[config.mk]
export PLATFORM = sky130hd
export DESIGN_NAME = regfile_dump_sequencer
export DESIGN_NICKNAME = d
export VERILOG_FILES = /design/src/rtl/riscv_dbg_pkg.sv /design/src/rtl/dump_byte_serializer.sv /design/src/rtl/regfile_dump_sequencer.sv
export SDC_FILE = /design/constraint.sdc
export NUM_CORES = 1
export LEC_CHECK = 0
export ABC_AREA = 1
export ABC_CLOCK_PERIOD_IN_PS = 3400
export BUFFER_PORTS_ARGS = -buffer_cell sky130_fd_sc_hd__buf_2
export CELL_PAD_IN_SITES_DETAIL_PLACEMENT = 1
export CELL_PAD_IN_SITES_GLOBAL_PLACEMENT = 2
export CORE_AREA = 8 8 98 100
export CTS_CLUSTER_SIZE = 20
export DETAILED_ROUTE_END_ITERATION = 7
export DIE_AREA = 0 0 106 108
export PLACE_DENSITY_LB_ADDON = 0.1
export REMOVE_ABC_BUFFERS = 1
export SYNTH_ARGS = -nofsm -noshare
export SYNTH_HDL_FRONTEND = slang
export SYNTH_SLANG_ARGS = --single-unit
[constraint.sdc]
create_clock -name clk -period 3.4 [get_ports clk]
set_clock_uncertainty 0.15 [all_clocks]
set_input_delay 0.34 -clock clk [delete_from_list [all_inputs] [get_ports clk]]
set_output_delay 0.34 -clock clk [all_outputs]
set_load 0.005 [all_outputs]
[src/rtl/riscv_dbg_pkg.sv]
// Shared debug-path definitions: the dump sequencer state encoding,
// the frame sync byte, and the index byte layout.
package riscv_dbg_pkg;

    localparam int unsigned RF_ADDR_W      = 5;
    localparam logic [7:0]  DUMP_SYNC_BYTE = 8'hA5;

    typedef enum logic [2:0] {
        IDLE,
        SYNC,
        IDX,
        LOAD,
        SEND,
        DONE
    } dump_state_e;

    // Index marker byte that precedes a register when indexed framing is built in.
    function automatic logic [7:0] idx_byte(input logic [RF_ADDR_W-1:0] idx);
        return {3'b000, idx};
    endfunction

endpackage

[src/rtl/dump_byte_serializer.sv]
// Holds one register word and hands it out LSB-first, one byte per shift,
// flagging the final byte of the word.
module dump_byte_serializer #(
    parameter int unsigned DATA_W = 32
) (
    input  logic              clk,
    input  logic              reset,
    input  logic              load_i,
    input  logic [DATA_W-1:0] word_i,
    input  logic              shift_i,
    output logic [7:0]        next_byte_o,
    output logic              last_o
);

    localparam int unsigned     NUM_BYTES = DATA_W / 8;
    localparam int unsigned     CNT_W     = (NUM_BYTES > 1) ? $clog2(NUM_BYTES) : 1;
    localparam logic [CNT_W-1:0] LAST_CNT = CNT_W'(NUM_BYTES - 1);

    logic [DATA_W-1:0] word_q;
    logic [DATA_W-1:0] word_d;
    logic [DATA_W-1:0] shifted;
    logic [CNT_W-1:0]  cnt_q;
    logic [CNT_W-1:0]  cnt_d;

    // The byte on the wire is word_q[7:0]; the one after it sits just above.
    assign shifted     = word_q >> 8;
    assign next_byte_o = shifted[7:0];
    assign last_o      = (cnt_q == LAST_CNT);

    always_comb begin
        word_d = word_q;
        cnt_d  = cnt_q;
        if (load_i) begin
            word_d = word_i;
            cnt_d  = '0;
        end else if (shift_i) begin
            word_d = shifted;
            cnt_d  = cnt_q + CNT_W'(1);
        end
    end

    always_ff @(posedge clk or posedge reset) begin
        if (reset) begin
            word_q <= '0;
            cnt_q  <= '0;
        end else begin
            word_q <= word_d;
            cnt_q  <= cnt_d;
        end
    end

endmodule

[src/rtl/regfile_dump_sequencer.sv]
// Dumps every architectural register over the debug UART byte stream while
// stalling the core. Define DUMP_INDEX_EN to prefix each register with its index.
module regfile_dump_sequencer
    import riscv_dbg_pkg::*;
#(
    parameter int unsigned NUM_REGS  = 32,
    parameter int unsigned DATA_W    = 32,
    parameter logic [7:0]  SYNC_BYTE = DUMP_SYNC_BYTE
) (
    input  logic                 clk,
    input  logic                 reset,
    input  logic                 dump_req,
    output logic [RF_ADDR_W-1:0] rf_addr,
    input  logic [DATA_W-1:0]    rf_data,
    output logic [7:0]           tx_data,
    output logic                 tx_valid,
    input  logic                 tx_ready,
    output logic                 stall_req,
    output logic                 busy,
    output logic                 dump_done
);

    localparam logic [RF_ADDR_W-1:0] LAST_IDX = RF_ADDR_W'(NUM_REGS - 1);

    dump_state_e          state_q;
    logic [RF_ADDR_W-1:0] idx_q;
    logic [7:0]           tx_data_q;
    logic                 tx_valid_q;
    logic                 busy_q;
    logic                 stall_q;
    logic                 done_q;

    logic                 accept;
    logic                 ser_load;
    logic                 ser_shift;
    logic [7:0]           ser_next_byte;
    logic                 ser_last;

    assign accept    = tx_valid_q && tx_ready;
    assign ser_load  = (state_q == LOAD);
    assign ser_shift = (state_q == SEND) && accept;

    dump_byte_serializer #(
        .DATA_W (DATA_W)
    ) u_ser (
        .clk         (clk),
        .reset       (reset),
        .load_i      (ser_load),
        .word_i      (rf_data),
        .shift_i     (ser_shift),
        .next_byte_o (ser_next_byte),
        .last_o      (ser_last)
    );

    always_ff @(posedge clk or posedge reset) begin
        if (reset) begin
            state_q    <= IDLE;
            idx_q      <= '0;
            tx_data_q  <= '0;
            tx_valid_q <= 1'b0;
            busy_q     <= 1'b0;
            stall_q    <= 1'b0;
            done_q     <= 1'b0;
        end else begin
            done_q <= 1'b0;
            unique case (state_q)
                IDLE: begin
                    if (dump_req) begin
                        state_q    <= SYNC;
                        idx_q      <= '0;
                        busy_q     <= 1'b1;
                        stall_q    <= 1'b1;
                        tx_valid_q <= 1'b1;
                        tx_data_q  <= SYNC_BYTE;
                    end
                end
                SYNC: begin
                    if (accept) begin
`ifdef DUMP_INDEX_EN
                        state_q   <= IDX;
                        tx_data_q <= idx_byte(idx_q);
`else
                        state_q    <= LOAD;
                        tx_valid_q <= 1'b0;
`endif
                    end
                end
                IDX: begin
                    if (accept) begin
                        state_q    <= LOAD;
                        tx_valid_q <= 1'b0;
                    end
                end
                // The serializer captures rf_data this same cycle; byte 0 goes straight out.
                LOAD: begin
                    state_q    <= SEND;
                    tx_valid_q <= 1'b1;
                    tx_data_q  <= rf_data[7:0];
                end
                SEND: begin
                    if (accept) begin
                        if (!ser_last) begin
                            tx_data_q <= ser_next_byte;
                        end else if (idx_q == LAST_IDX) begin
                            state_q    <= DONE;
                            tx_valid_q <= 1'b0;
                            done_q     <= 1'b1;
                        end else begin
                            idx_q <= idx_q + RF_ADDR_W'(1);
`ifdef DUMP_INDEX_EN
                            state_q   <= IDX;
                            tx_data_q <= idx_byte(idx_q + RF_ADDR_W'(1));
`else
                            state_q    <= LOAD;
                            tx_valid_q <= 1'b0;
`endif
                        end
                    end
                end
                DONE: begin
                    state_q <= IDLE;
                    idx_q   <= '0;
                    busy_q  <= 1'b0;
                    stall_q <= 1'b0;
                end
                default: begin
                    state_q <= IDLE;
                end
            endcase
        end
    end

    assign rf_addr   = idx_q;
    assign tx_data   = tx_data_q;
    assign tx_valid  = tx_valid_q;
    assign busy      = busy_q;
    assign stall_req = stall_q;
    assign dump_done = done_q;

`ifndef SYNTHESIS
    a_tx_hold: assert property (@(posedge clk) disable iff (reset)
        (tx_valid_q && !tx_ready) |=> (tx_valid_q && $stable(tx_data_q)));
    a_stall_tracks_busy: assert property (@(posedge clk) disable iff (reset)
        stall_q == busy_q);
`endif

endmodule

After elaboration in Yosys (flattened, before gate mapping)
Index checks and enable logic that the tools add are counted.
- output and inout bits: 17
- flip-flop bits (word level): 53
- word-level logic and storage cells: 66
- add/sub/neg operators: 2
- eq/ne operators: 13
- reductions and logical operators: 14
- muxes and demuxes: 29
- operators by type and width (kind ; count):
    $mux W32 ; 2
    $mux W8 ; 3
    $pmux W8 S3 ; 1
    $mux W5 ; 4
    $mux W3 ; 5
    $pmux W5 S3 ; 1
    $pmux W3 S4 ; 1
    $ne A2 B2 Y1 const B ; 5
    $reduce_and A5 Y1 ; 2
    $mux W1 ; 8
    $reduce_and A4 Y1 ; 2
    $eq A3 B2 Y1 const B ; 2
    $eq A3 B3 Y1 const B ; 2
    $reduce_bool A3 Y1 ; 2
    $add A5 B1 Y5 const B ; 1
    $eq A5 B5 Y1 const B ; 1
    $mux W2 ; 2
    $pmux W1 S4 ; 1
    $reduce_bool A2 Y1 ; 2
    $reduce_bool A4 Y1 ; 1
    $eq A3 B1 Y1 const B ; 1
    $logic_not A3 Y1 ; 1
    $add A2 B1 Y2 const B ; 1
    $eq A2 B2 Y1 const B ; 1
    5 further kinds ; 6

Depth between registers and ports, before layout
- depth after elaboration: 5
- depth in mapped cells: 10

Modules after synthesis
A second synthesis with hierarchy kept.
- cell total of the unflattened synthesis: 303
- area, all modules: 2397.3 um^2
- modules (own cells, without submodules) (module ; cells each ; sequential area each (um^2) ; area each (um^2) ; instances):
    dump_byte_serializer ; 140 ; 650.6 ; 1224.9 ; 1
    regfile_dump_sequencer ; 163 ; 475.5 ; 1172.4 ; 1

Worst setup path after synthesis
No wires, ideal clock.
- path kind: register -> register
- start: register idx_q[0], in the netlist rf_addr[0]
- end: register idx_q[0], in the netlist rf_addr[0]
- setup time: 117 ps
- cell stages (with the launch flop): 11
- path slack: 1779 ps
- data required time: 3133 ps
- arrival: 1354 ps
- cell sequence: dfrtp_1 -> ha_1 -> nand2_1 -> nor2_1 -> ha_1 -> inv_1 -> nor2_2 -> nor2_4 -> nand2_2 -> nand2_1 -> nand2_1
- word-level cells in the longest chain between the ends: 5
- elaborated cells between the ends (all ways): 8
- those cells by class: add/sub: 1; eq/ne: 2; mux: 4; reduce/logical: 1
- RTL lines (element ; line ; RTL):
    from (decl) ; regfile_dump_sequencer.sv:26 ; logic [RF_ADDR_W-1:0] idx_q;
    from (signal assigned) ; regfile_dump_sequencer.sv:109 ; idx_q <= idx_q + RF_ADDR_W'(1);
    $add A5 B1 Y5 ; regfile_dump_sequencer.sv:109 ;
    $mux W5 ; regfile_dump_sequencer.sv:104 ; end else if (idx_q == LAST_IDX) begin
    $mux W5 ; regfile_dump_sequencer.sv:102 ; if (!ser_last) begin
    $mux W5 ; regfile_dump_sequencer.sv:101 ; if (accept) begin
    $pmux W5 S3 ; regfile_dump_sequencer.sv:66 ; unique case (state_q)
Parallel ways exist; a longest one is shown, timed or not. The select of a mux whose other input is x is not followed.
A chain may end at the register's enable or synchronous reset.

Worst setup path in the final report
- start: register state_q[2]
- end: register u_ser.word_q[16]
- word-level cells in the longest chain between the ends: 3
- elaborated cells between the ends (all ways): 5
- those cells by class: eq/ne: 2; mux: 1; reduce/logical: 2
- RTL lines (element ; line ; RTL):
    from (decl) ; regfile_dump_sequencer.sv:25 ; dump_state_e state_q;
    from (signal assigned) ; regfile_dump_sequencer.sv:57 ; state_q <= IDLE;
    from (signal assigned) ; regfile_dump_sequencer.sv:69 ; state_q <= SYNC;
    from (signal assigned) ; regfile_dump_sequencer.sv:83 ; state_q <= LOAD;
    $eq A3 B3 Y1 ; regfile_dump_sequencer.sv:41 ; assign ser_shift = (state_q == SEND) && accept;
    $logic_and A1 B1 Y1 ; regfile_dump_sequencer.sv:41 ;
    $reduce_bool A2 Y1 (no line) ; -- ;
    to (signal assigned) ; dump_byte_serializer.sv:47 ; word_q <= word_d;
    to (decl) ; dump_byte_serializer.sv:19 ; logic [DATA_W-1:0] word_q;
Parallel ways exist; a longest one is shown, timed or not.

==> out/metrics.yaml <==
cts.sinks: 45
wl_um: 6050
setup_viol: 0
layout_common_cells: "nand2_1, buf_2, dfrtp_1"
status: "complete, no violations"
clock_path_buffers: 2
syn2layout_area_growth_pct: 17.5
drc: 0
ctsResizeCount: 0
coreArea_um2: 8050
power_frac_clock: 0.388
drv_slew: 0
whs_path_depth: 3
totalNegativeSetupSlack_ps: 0
end_kind: "flop"
cp_max_fo: 34
grt_start_max_net_pins: 46
syn_inst: 302
final_common_cell: "nand2_1"
routedWlPerCell_um: 13.2
tightest_slew_ps: 990
seqCellArea_um2: 1130
overflow: 0
postSynthAreaPerCell_um2: 7.70
switching_power_mw: 0.225
multi_input_area_um2: 996
final.fill_count: 1036
worst-setup-path-type: "reg2reg"
drt_iter0_markers: 48
vias_per_cell: 4.46
nets: 390
die_area_um2: 11400
yosysSeqAreaShare: 0.484
leakagePower_nw: 1.38
hold_end: "u_ser.word_q[29]$_DFFE_PP0P_"
synthDistinctLibCells: 25
arrival_ps: 2060
grt_pass1_vias: 2126
period_share: 0.595
yosysTopAreaCellShare: 0.484
rsz0062_at_grt: "false"
powerDensity_nw_per_um2: 338
antenna_cells: 0
cts_tree: "yes"
clock.fmax_mhz: 494
synthTopCellsByArea: "dfrtp_1, nand2_1, o21ai_0, inv_1, nand3_1"
place_ws_ps: 1320
root_buffer: "clkbuf_8"
cts_made_buffers: 5
start_kind: "flop"
reg2reg_from: "state_q[2]$_DFFE_PP0P_"
antenna_found_initial: 0
synth_top_area_cell: "dfrtp_1"
ys_ff_latch: 45
worstReg2RegEnd: "u_ser.word_q[16]$_DFFE_PP0P_"
portBuffers: 52
track_usage: 0.112
ioPinCount: 53
h-tree-depth: 2
swShare: 0.244
drt_first_pass_iters: 4
yosys_warnings: 0
min_path_type: "in2reg"
grt_pass1_wl_um: 10400
p_seq_frac: 0.579
place_congestion: 0.820
ir_worst_vdd_uv: 139
hold_violations: 0
worstSkewPairLatency_ps: 300
place_hpwl_um: 4410
drv_cap: 0
hp-start: "rf_data[29]"
die-width_um: 106
r2r_setup_slack_ps: 1380
pwr-share-comb: 0.034
syn_area_um2: 2330
die_h_um: 108
rows: 33
post_cts_buffers: 0
relSlewSlack: 0.339
vias: 2036
drive_gt1_frac: 0.227
drt.antenna.violating_nets: 0
path_clk_slew_ps: 100
period_needed_ps: 2020
postCtsHoldBufs: 0
power.internal_mw: 0.699
worstRegToRegCells: 6
layout_setup_ws_ps: 1380
start_util: 0.289
cp.required_ps: 3440
[layout make-up]
type / count / share of cell area
timing repair buffer: 52 / 0.0952
multi-input combinational: 215 / 0.364
clock inverter: 3 / 0.00916
clock buffer: 5 / 0.0252
tap: 105 / 0.0481
inverter: 32 / 0.0458
sequential: 45 / 0.412
[cell families after synthesis]
family,synth area share
simple gates,0.332
flops,0.484
buf+inv,0.0877
compound gates,0.0758
fa+ha+maj,0.0161
mux,0.00430
[power groups by stage]
stage	Clock, mW	Sequential [mW]	Combinational [mW]
final	0.358	0.535	0.0311
after CTS	0.377	0.535	0.0331
after global placement	0	0.545	0.0334
after global routing	0.398	0.535	0.0368
after detailed placement	0	0.545	0.0330
after floorplan	0	0.545	0.00880
[cells in the mapped netlist, drive strengths merged]
library cell,n
ha,3
a21oi,1
or2,4
inv,32
a31oi,1
mux2i,1
nand3b,2
nor3,2
dfrtp,45
buf,10
nand4,2
o21ai,33
nand3,22
nand2,133
nor2,11
[critical path: stages, from the launching register on]
cell     delay, ps
dfrtp_1        500
inv_4          140
nand3_2        200
nand2_2        530
inv_2          210
nand2_1        100
nand3_1         70
[through the flow]
step / power (mW) / cell area [um2] / std cells / utilization / hold slack (ps)
global route: 0.970 / 2730 / 457 / 0.339 / 77.6
floorplan: 0.554 / 2250 / 292 / - / 284
CTS: 0.945 / 2730 / 457 / 0.339 / 76.0
global placement: 0.579 / 2640 / 449 / 0.328 / 304
finish: 0.924 / 2730 / 457 / 0.339 / 84.8
detailed placement: 0.578 / 2640 / 449 / 0.328 / 311
[sequential cells by signal, indices dropped and copies added (netlist names)]
signal        flops
u_ser.word_q     24
state_q           3
rf_addr           5
stall_req         1
dump_done         1
u_ser.cnt_q       2
tx_valid          1
tx_data           8
[metal layers]
| metal | share of wire | wire length (um) | track usage |
|---|---|---|---|
| met5 | 0 | 0 | 0 |
| met3 | 0.041 | 249 | 0.0291 |
| met1 | 0.47 | 2830 | 0.144 |
| met4 | 0.0088 | 53 | 0.0332 |
| met2 | 0.48 | 2920 | 0.181 |
[worst max path at each step]
stage / start / to / slack (ps) / cells after the start
after floorplan: rf_addr[0]$_DFFE_PP0P_ / rf_addr[0]$_DFFE_PP0P_ / 1770 / 10
after global placement: state_q[2]$_DFFE_PP0P_ / u_ser.word_q[18]$_DFFE_PP0P_ / 1350 / 6
after detailed placement: state_q[2]$_DFFE_PP0P_ / u_ser.word_q[18]$_DFFE_PP0P_ / 1320 / 6
after CTS: state_q[2]$_DFFE_PP0P_ / u_ser.word_q[18]$_DFFE_PP0P_ / 1300 / 6
after global routing: state_q[0]$_DFFE_PP0P_ / u_ser.word_q[19]$_DFFE_PP0P_ / 1140 / 6
final: state_q[2]$_DFFE_PP0P_ / u_ser.word_q[16]$_DFFE_PP0P_ / 1380 / 6
No activity file was read; power rests on OpenSTA's default activity.
